`config.mk`:
```
export PLATFORM = sky130hd
export DESIGN_NAME = vga_pixel_fifo
export DESIGN_NICKNAME = d
export VERILOG_FILES = /design/src/rtl/vga_pixel_fifo.sv
export SDC_FILE = /design/constraint.sdc
export NUM_CORES = 1
export LEC_CHECK = 0
export CORE_UTILIZATION = 47
export DETAILED_ROUTE_END_ITERATION = 10
export GPL_TIMING_DRIVEN = 0
export PLACE_DENSITY_LB_ADDON = 0.05
export SYNTH_ARGS = -nofsm -noshare
export SYNTH_HDL_FRONTEND = slang
export SYNTH_SLANG_ARGS = --single-unit
```
`constraint.sdc`:
```
create_clock -name clk -period 4.3 [get_ports clk]
set_clock_uncertainty 0.15 [all_clocks]
set_input_delay 0.86 -clock clk [delete_from_list [all_inputs] [get_ports clk]]
set_output_delay 0.86 -clock clk [all_outputs]
set_load 0.05 [all_outputs]
```
`src/rtl/vga_pixel_fifo.sv`:
```
// vga_pixel_fifo: pixel buffer in front of the 2-bit VGA output stage.
// A producer writes 6-bit {R,G,B} pixels over valid/ready. The VGA stage
// pops one pixel per clock while pix_req is high. The popped pixel is
// registered onto pix_out one clock later. frame_start flushes the buffer
// so each frame starts aligned. Sticky underflow/overflow flags record
// starvation and dropped writes until clr_status clears them.
//
// Optional build macro VGA_PIXEL_FIFO_HOLD_EN: when defined, an underflow
// repeats the last pixel on pix_out. When undefined (default), an
// underflow drives black. pix_valid is 0 on underflow in both builds.
module vga_pixel_fifo #(
  parameter int DATA_W = 6,
  parameter int ADDR_W = 4
) (
  input  logic              clk,
  input  logic              reset_n,
  input  logic              wr_valid,
  input  logic [DATA_W-1:0] wr_data,
  output logic              wr_ready,
  input  logic              frame_start,
  input  logic              pix_req,
  output logic [DATA_W-1:0] pix_out,
  output logic              pix_valid,
  output logic [ADDR_W:0]   level,
  output logic              underflow,
  output logic              overflow,
  input  logic              clr_status
);

  localparam int              DEPTH      = 1 << ADDR_W;
  localparam logic [ADDR_W:0] FULL_LEVEL = (ADDR_W + 1)'(DEPTH);

  // Storage and pointers. The top pointer bit is the wrap bit. Only the
  // low ADDR_W bits address the RAM.
  logic [DATA_W-1:0] mem [DEPTH];
  logic [ADDR_W:0]   wr_ptr;
  logic [ADDR_W:0]   rd_ptr;

  logic full;
  logic empty;
  logic wr_en;
  logic rd_en;
  logic underflow_evt;
  logic overflow_evt;

  assign full  = (level == FULL_LEVEL);
  assign empty = (level == '0);

  // A flush cycle refuses writes, so the producer never sees a write
  // accepted and then silently lost.
  assign wr_ready = !full && !frame_start;

  // Transfer qualifiers. frame_start cancels both the read and the write.
  // The write side is already cancelled through wr_ready.
  assign wr_en = wr_valid && wr_ready;
  assign rd_en = pix_req && !empty && !frame_start;

  // Status events count whatever the flush does. The flags record what the
  // interface saw, not what the buffer did with it.
  assign underflow_evt = pix_req && empty;
  assign overflow_evt  = wr_valid && full;

  // RAM write port.
  // NOTE: the RAM array has no reset. Its contents are never observed
  // before being written, and leaving it unreset lets it map onto
  // distributed/block RAM.
  always_ff @(posedge clk) begin
    if (wr_en) begin
      mem[wr_ptr[ADDR_W-1:0]] <= wr_data;
    end
  end

  // Pointer and occupancy update. A flush takes priority over transfers.
  // NOTE: all sequential state uses non-blocking assignments, so every
  // register samples pre-edge values regardless of statement order.
  always_ff @(posedge clk or negedge reset_n) begin
    if (!reset_n) begin
      wr_ptr <= '0;
      rd_ptr <= '0;
      level  <= '0;
    end else if (frame_start) begin
      wr_ptr <= '0;
      rd_ptr <= '0;
      level  <= '0;
    end else begin
      if (wr_en) begin
        wr_ptr <= wr_ptr + 1'b1;
      end
      if (rd_en) begin
        rd_ptr <= rd_ptr + 1'b1;
      end
      unique case ({wr_en, rd_en})
        2'b10:   level <= level + 1'b1;
        2'b01:   level <= level - 1'b1;
        default: level <= level;
      endcase
    end
  end

  // Registered output toward the VGA stage. Blanking and flush cycles
  // force black. Underflow drives black or holds, depending on the build.
  always_ff @(posedge clk or negedge reset_n) begin
    if (!reset_n) begin
      pix_out   <= '0;
      pix_valid <= 1'b0;
    end else if (frame_start || !pix_req) begin
      pix_out   <= '0;
      pix_valid <= 1'b0;
    end else if (!empty) begin
      pix_out   <= mem[rd_ptr[ADDR_W-1:0]];
      pix_valid <= 1'b1;
    end else begin
`ifdef VGA_PIXEL_FIFO_HOLD_EN
      pix_out   <= pix_out;
`else
      pix_out   <= '0;
`endif
      pix_valid <= 1'b0;
    end
  end

  // Sticky status flags. A new event in the same cycle as clr_status wins.
  always_ff @(posedge clk or negedge reset_n) begin
    if (!reset_n) begin
      underflow <= 1'b0;
      overflow  <= 1'b0;
    end else begin
      underflow <= (underflow && !clr_status) || underflow_evt;
      overflow  <= (overflow  && !clr_status) || overflow_evt;
    end
  end

endmodule

```
==> results of run 1 <==
==> metal layers <==
layer	up-vias	GRT usage [%]
li1	1271	-
met1	1391	27.64
met2	79	31.50
met3	5	4.554
met4	0	6.036
met5	-	0
==> cell families (layout without fill, tap and decap cells) <==
logic type	Yosys count	count (layout)	synth area share (%)
compound gates	46	46	6.742
buf+inv	25	83	2.290
flops	118	118	69.03
simple gates	64	64	6.868
xor+xnor	8	8	1.409
fa+ha+maj	7	7	1.761
mux	29	29	11.90
==> power by group through the flow <==
| stage | Combinational, mW | Clock, mW | Sequential (mW) |
|---|---|---|---|
| after floorplan | 0.516 | 0 | 1.50 |
| final | 0.892 | 1.42 | 1.34 |
| after CTS | 0.901 | 1.45 | 1.34 |
| after global placement | 0.896 | 0 | 1.36 |
| after global routing | 0.962 | 1.49 | 1.35 |
| after detailed placement | 0.895 | 0 | 1.37 |
==> cell type report <==
cell class                      instances  area share, %
Clock buffer                           20          7.082
Clock inverter                         12          2.958
Buffer                                 18          1.458
Tap cell                              136          2.833
Sequential cell                       118          57.15
Timing Repair Buffer                   26          4.332
Inverter                                7         0.4374
Multi-Input combinational cell        154          23.75
==> how the worst min path moves through the flow <==
| stage | from | end |
|---|---|---|
| final | overflow$_DFF_PN0_ | overflow$_DFF_PN0_ |
| after global routing | overflow$_DFF_PN0_ | overflow$_DFF_PN0_ |
| after CTS | overflow$_DFF_PN0_ | overflow$_DFF_PN0_ |
| after detailed placement | overflow$_DFF_PN0_ | overflow$_DFF_PN0_ |
| after global placement | overflow$_DFF_PN0_ | overflow$_DFF_PN0_ |
| after floorplan | reset_n | level[0]$_DFFE_PN0P_ |
==> stage by stage <==
step | cell area, sq um | util [%]
final | 6007 | 58.45
after global routing | 6007 | 58.45
after CTS | 6007 | 58.45
after detailed placement | 5404 | 52.58
after global placement | 5404 | 52.58
after floorplan | 4974 | -
==> registers in the layout (all words and copies together) (netlist names) <==
register and flops:
mem 96, wr_ptr 4, rd_ptr 4, pix_valid 1, pix_out 6, underflow 1, level 5, overflow 1
==> Yosys cell counts, types with 2 or more instances <==
library cell / n
xnor2_1: 4
inv_1: 7
nor2b_1: 4
a21oi_1: 12
a211oi_1: 3
mux4_2: 24
xor2_1: 4
nand4_1: 2
or3_1: 2
mux2i_1: 4
nand2b_1: 4
buf_6: 2
buf_2: 4
nand3_1: 6
a22oi_1: 12
nor3_1: 8
o211ai_1: 3
nor2_1: 24
dfrtp_1: 22
nand2_1: 5
buf_1: 2
o21ai_0: 3
edfxtp_1: 96
clkbuf_1: 10
and2_1: 2
a31oi_1: 2
o31ai_1: 2
ha_1: 7
==> cell usage in the layout (no fill, tap or decap), types with 5 or more instances in the layout <==
master,n
a21oi_1,12
a22oi_1,12
clkbuf_1,13
clkbuf_16,16
clkdlybuf4s50_1,26
dfrtp_1,22
edfxtp_1,96
ha_1,7
inv_1,7
mux4_2,24
nand2_1,5
nand3_1,6
nor2_1,24
nor3_1,8
==> worst register-to-register path, delay by kind of cell (launching register included) <==
family	cells	cell delay, ps
xor+xnor	1	120
buf+inv	2	320
simple gates	2	900
compound gates	4	1180
fa+ha+maj	1	250
flops	1	390
==> impl_metrics.tcl, run 1 <==
set metrics [dict create \
    status "completed" \
    path_cells "clkdlybuf4s50_1 > clkbuf_1 > clkbuf_1 > a21oi_1 > clkdlybuf4s50_1" \
    syn_area_sq_um 4974 \
    post_cts_resize_count 0 \
    yosys.area.top_type "edfxtp_1" \
    num_io_pins 27 \
    pre_cts_slack_ps 198.1 \
    vias 2746 \
    port_buffers 26 \
    clkLatencyLatePin_ps 500 \
    yosysTopAreaCellShare_pct 57.96 \
    area_growth_pct 20.78 \
    min_period_ps 4054 \
    wl_met3_um 462 \
    pwr-share-comb_pct 24.4 \
    wl_per_cell_um 20.20 \
    total_power_mw 3.659 \
    peakVddDrop_v 0.0003430 \
    switchingPower_mw 1.053 \
    path_max_fanout 10 \
    rr_endpoint "level[4]$_DFFE_PN0P_" \
    finalCritPeriodShare_pct 94.27 \
    worstHoldPathType "flip-flop to flip-flop" \
    diodes 0 \
    slowest_stage "clkdlybuf4s50_1" \
    clock_sinks 118 \
    hold_violations 0 \
    path_depth 5 \
    fmax_mhz 246.7 \
    path_class "input port to output pin" \
    syn_avg_cell_area_sq_um 16.75 \
    synth_warnings 0 \
    endpoint_kind "output pin" \
    setup_tns_ps 0 \
    worst_ep_arrival_time_ps 3040 \
    synth_edf_count 96 \
    slew_headroom_pct 31.77 \
    hold_buffers 0 \
    grt_pass1_wl_mm 15.69 \
    ant_nets 0 \
    finalNetCount 361 \
    drc_errors 0 \
    drtIter0Drc 209 \
    hold_depth 2 \
    leakage_nw 2.055 \
    drive_above_1_share_pct 18.59 \
    route.top_layer_used "met4" \
    ctsLongestPathBuffers 2 \
    p_seq_share_pct 36.7 \
    slowest_delay_ps 720 \
    crit_start "frame_start" \
    worstPathBufferInverterCount 4 \
    ys_ff_latch 118 \
    dp_hpwl_mm 6.580 \
    startpoint_type "input port" \
    slew_viol_final 0 \
    final_cells 491 \
    cts_tree "yes" \
    required_ps 3290 \
    die_area_sq_um 11000 \
    placed_cells_incl_taps 459 \
    r2r_cells 10 \
    dieHeight_um 104.9 \
    ys.flop_type "edfxtp_1" \
    clock_power_share_pct 38.9 \
    rsz0062_at_grt "false" \
    crit_family "buffers and inverters" \
    viasPerCell 5.593 \
    row_count 37 \
    wl_mm 9.920 \
    initial_core_util_pct 48.39 \
    coreArea_sq_um 10280 \
    syn_nets 316 \
    fill_cells 816 \
    grt_max_degree 23 \
    syn_inst 297 \
    drv_cap 0 \
    synthTopCellsByArea "edfxtp_1 (58%), dfrtp_1 (11%), mux4_2 (11%), a22oi_1 (1.8%), nor2_1 (1.8%)" \
    reg2reg_slack_ps 920 \
    tightestPinTransition_ps 1020 \
    clk_pin_slew_ps 50 \
    yosysSeqAreaShare_pct 69.03 \
    ys_types 45 \
    intPower_mw 2.605 \
    grt_overflow 0 \
    layout_setup_ws_ps 246.3 \
    clockRootBuffer "clkbuf_8" \
    firstDrtPassIters 4 \
    track_usage_pct 19.89 \
    hold_slack_ps 369.6 \
    gp_congestion 0.8099 \
    setup-violations-final 0 \
    powerDensity_nw_per_um2 609.1 \
    met2_length_mm 4.932 \
    antenna_found_initial 0 \
    postCtsSetupBuffers 0 \
    wl_met1_mm 4.462 \
    die_w_um 104.9 \
    synth-async-reset-ratio_pct 18.64 \
    swShare_pct 28.79 \
    seqCellArea_sq_um 3433 \
    grt_pass1_vias 2749 \
    reg2reg_from "level[1]$_DFFE_PN0P_" \
    critPathCapture "wr_ready" \
    multi_input_area_sq_um 1426 \
    htreeDepth 4 \
    numCtsBuffers 17 \
]
Power figures use the tool's default switching activity.
==> inputs of run 2 (changes only) <==
--- a/config.mk
+++ b/config.mk
@@ -5,7 +5,10 @@
 export SDC_FILE = /design/constraint.sdc
 export NUM_CORES = 1
 export LEC_CHECK = 0
-export CORE_UTILIZATION = 47
+export CAP_MARGIN = 0
+export CELL_PAD_IN_SITES_DETAIL_PLACEMENT = 2
+export CELL_PAD_IN_SITES_GLOBAL_PLACEMENT = 2
+export CORE_UTILIZATION = 44
 export DETAILED_ROUTE_END_ITERATION = 10
 export GPL_TIMING_DRIVEN = 0
 export PLACE_DENSITY_LB_ADDON = 0.05
==> run 2 against run 1 <==
Net effect: largest power group unchanged; routed wire length grew 34%; final cell count is 0.81% higher; first-iteration DRC count shrank 36%; sequential power about the same; count of clock-buffer cells in the layout stayed put; fmax increased by 0.94%; die area increased by 6.7%; global-route usage is 5.8 points higher; total power increased by 1.6%; via count grew 4.0%; register-to-register slack got worse by 90 ps.
==> impl_metrics.tcl, run 2 (synthesis results as in run 1) <==
set metrics [dict create \
    powerDensity_nw_per_um2 619.6 \
    htreeDepth 4 \
    finalNetCount 361 \
    num_io_pins 27 \
    intPower_mw 2.574 \
    startpoint_type "input port" \
    status "completed" \
    gp_congestion 0.7592 \
    dp_hpwl_mm 8.723 \
    grtUsageMet3_pct 6.088 \
    clkLatencyLatePin_ps 420 \
    min_period_ps 4016 \
    wl_mm 13.29 \
    slowest_delay_ps 720 \
    clock_power_share_pct 38.2 \
    firstDrtPassIters 4 \
    die_area_sq_um 11730 \
    final_cells 495 \
    fill_cells 982 \
    wl_per_cell_um 26.84 \
    port_buffers 26 \
    finalCritPeriodShare_pct 93.40 \
    r2r_cells 10 \
    p_seq_share_pct 36.4 \
    drc_errors 0 \
    crit_family "buffers and inverters" \
    track_usage_pct 25.69 \
    viasPerCell 5.770 \
    slew_headroom_pct 22.80 \
    postCtsSetupBuffers 0 \
    path_cells "clkdlybuf4s50_1 > clkbuf_1 > clkbuf_2 > a21oi_1 > clkdlybuf4s50_1" \
    setup_tns_ps 0 \
    slowest_stage "clkdlybuf4s50_1" \
    dieHeight_um 108.3 \
    crit_path_frequent_cell "clkdlybuf4s50_1" \
    cts_tree "yes" \
    swShare_pct 30.76 \
    endpoint_kind "output pin" \
    die_w_um 108.3 \
    rsz0062_at_grt "false" \
    layout_commonest_cell "edfxtp_1" \
    drv_cap 0 \
    clockRootBuffer "clkbuf_16" \
    hold_violations 0 \
    ctsLongestPathBuffers 2 \
    fmax_mhz 249.0 \
    slew_viol_final 0 \
    grt.busiest_layer "met2" \
    peakVddDrop_v 0.0004347 \
    met1_usage_pct 32.03 \
    worstPathBufferInverterCount 4 \
    area_growth_pct 20.65 \
    hold_depth 2 \
    leakage_nw 2.045 \
    initial_core_util_pct 45.48 \
    final_cell_mix "edfxtp_1 (96), clkdlybuf4s50_1 (26), mux4_2 (24), nor2_1 (24), dfrtp_1 (22)" \
    clk_pin_slew_ps 50 \
    coreArea_sq_um 10940 \
    numCtsBuffers 17 \
    worst_ep_arrival_time_ps 3010 \
    place_area_sq_um 5409 \
    setup-violations-final 0 \
    placed_cells_incl_taps 463 \
    grt_overflow 0 \
    required_ps 3290 \
    antenna_found_initial 0 \
    drive_above_1_share_pct 18.87 \
    fin_area_sq_um 6001 \
    path_depth 5 \
    tightestPinTransition_ps 1154 \
    row_count 38 \
    vias 2856 \
    grt_max_degree 23 \
    ant_nets 0 \
    grt_pass1_wl_mm 20.51 \
    total_power_mw 3.718 \
    path_max_fanout 10 \
    clock_sinks 118 \
    gr-usage-met2_pct 43.22 \
    drtIter0Drc 134 \
    largest_register_ffs 96 \
    diodes 0 \
    switchingPower_mw 1.144 \
    grt_pass1_vias 3257 \
    path_class "input port to output pin" \
    pwr-share-comb_pct 25.4 \
    worstHoldPathType "flip-flop to flip-flop" \
]
run 2: per-layer routing:
metal / up-vias / wire length [um]
met1: 1513 / 5727
met4: 0 / 227
li1: 1269 / -
met5: - / 0
met3: 16 / 306
met2: 58 / 7024
run 2: repair_timing:
item,4_1_cts,5_1_grt
setup endpoints to repair,0,1
hold buffers,0,0
gates resized for setup,0,2
run 2: power groups by stage:
stage          clock [mW]  sequential [mW]  combinational [mW]
5_1_grt              1.48             1.36                1.01
3_5_place_dp            0             1.37               0.934
6_report             1.42             1.35               0.946
4_1_cts              1.44             1.35               0.954
3_3_place_gp            0             1.37               0.910
2_1_floorplan           0             1.50               0.516
run 2: worst paths after layout:
check	startpoint	end	slack, ps
setup reg to reg	level[1]$_DFFE_PN0P_	level[4]$_DFFE_PN0P_	830
max in group asynchronous	reset_n	rd_ptr[3]$_DFFE_PN0P_	2400
hold reg to reg	overflow$_DFF_PN0_	overflow$_DFF_PN0_	410
hold / removal	overflow$_DFF_PN0_	overflow$_DFF_PN0_	410
setup / recovery	frame_start	wr_ready	280
min in group asynchronous	reset_n	level[3]$_DFFE_PN0P_	910
run 2: tightest hold or removal path: cells and delay by family, from the launching register on:
kind | cells | cell delay, ps
DFF | 1 | 380
AOI/OAI and AO/OA | 1 | 70
buffers and inverters | 1 | 60
run 2: final cells by class:
class	count	area, sq um	area share, %
plain buffers	18	88.84	1.480
clock buffers	20	436.7	7.277
clock inverters	12	153.9	2.565
inverters	7	26.28	0.4379
multi-input cells	154	1426	23.77
flip-flops and latches	118	3433	57.21
well taps	140	175.2	2.919
repair buffers	26	260.3	4.337
run 2: per-stage QoR:
| step | hold WS, ps | worst slack, ps | util [%] |
|---|---|---|---|
| 2_1_floorplan | 407.6 | 931.3 | - |
| 3_3_place_gp | 366.4 | 146.8 | 49.46 |
| 3_5_place_dp | 410.0 | 106.8 | 49.46 |
| 4_1_cts | 419.1 | 86.37 | 54.86 |
| 5_1_grt | 468.3 | 146.7 | 54.87 |
| 6_report | 405.7 | 283.9 | 54.87 |
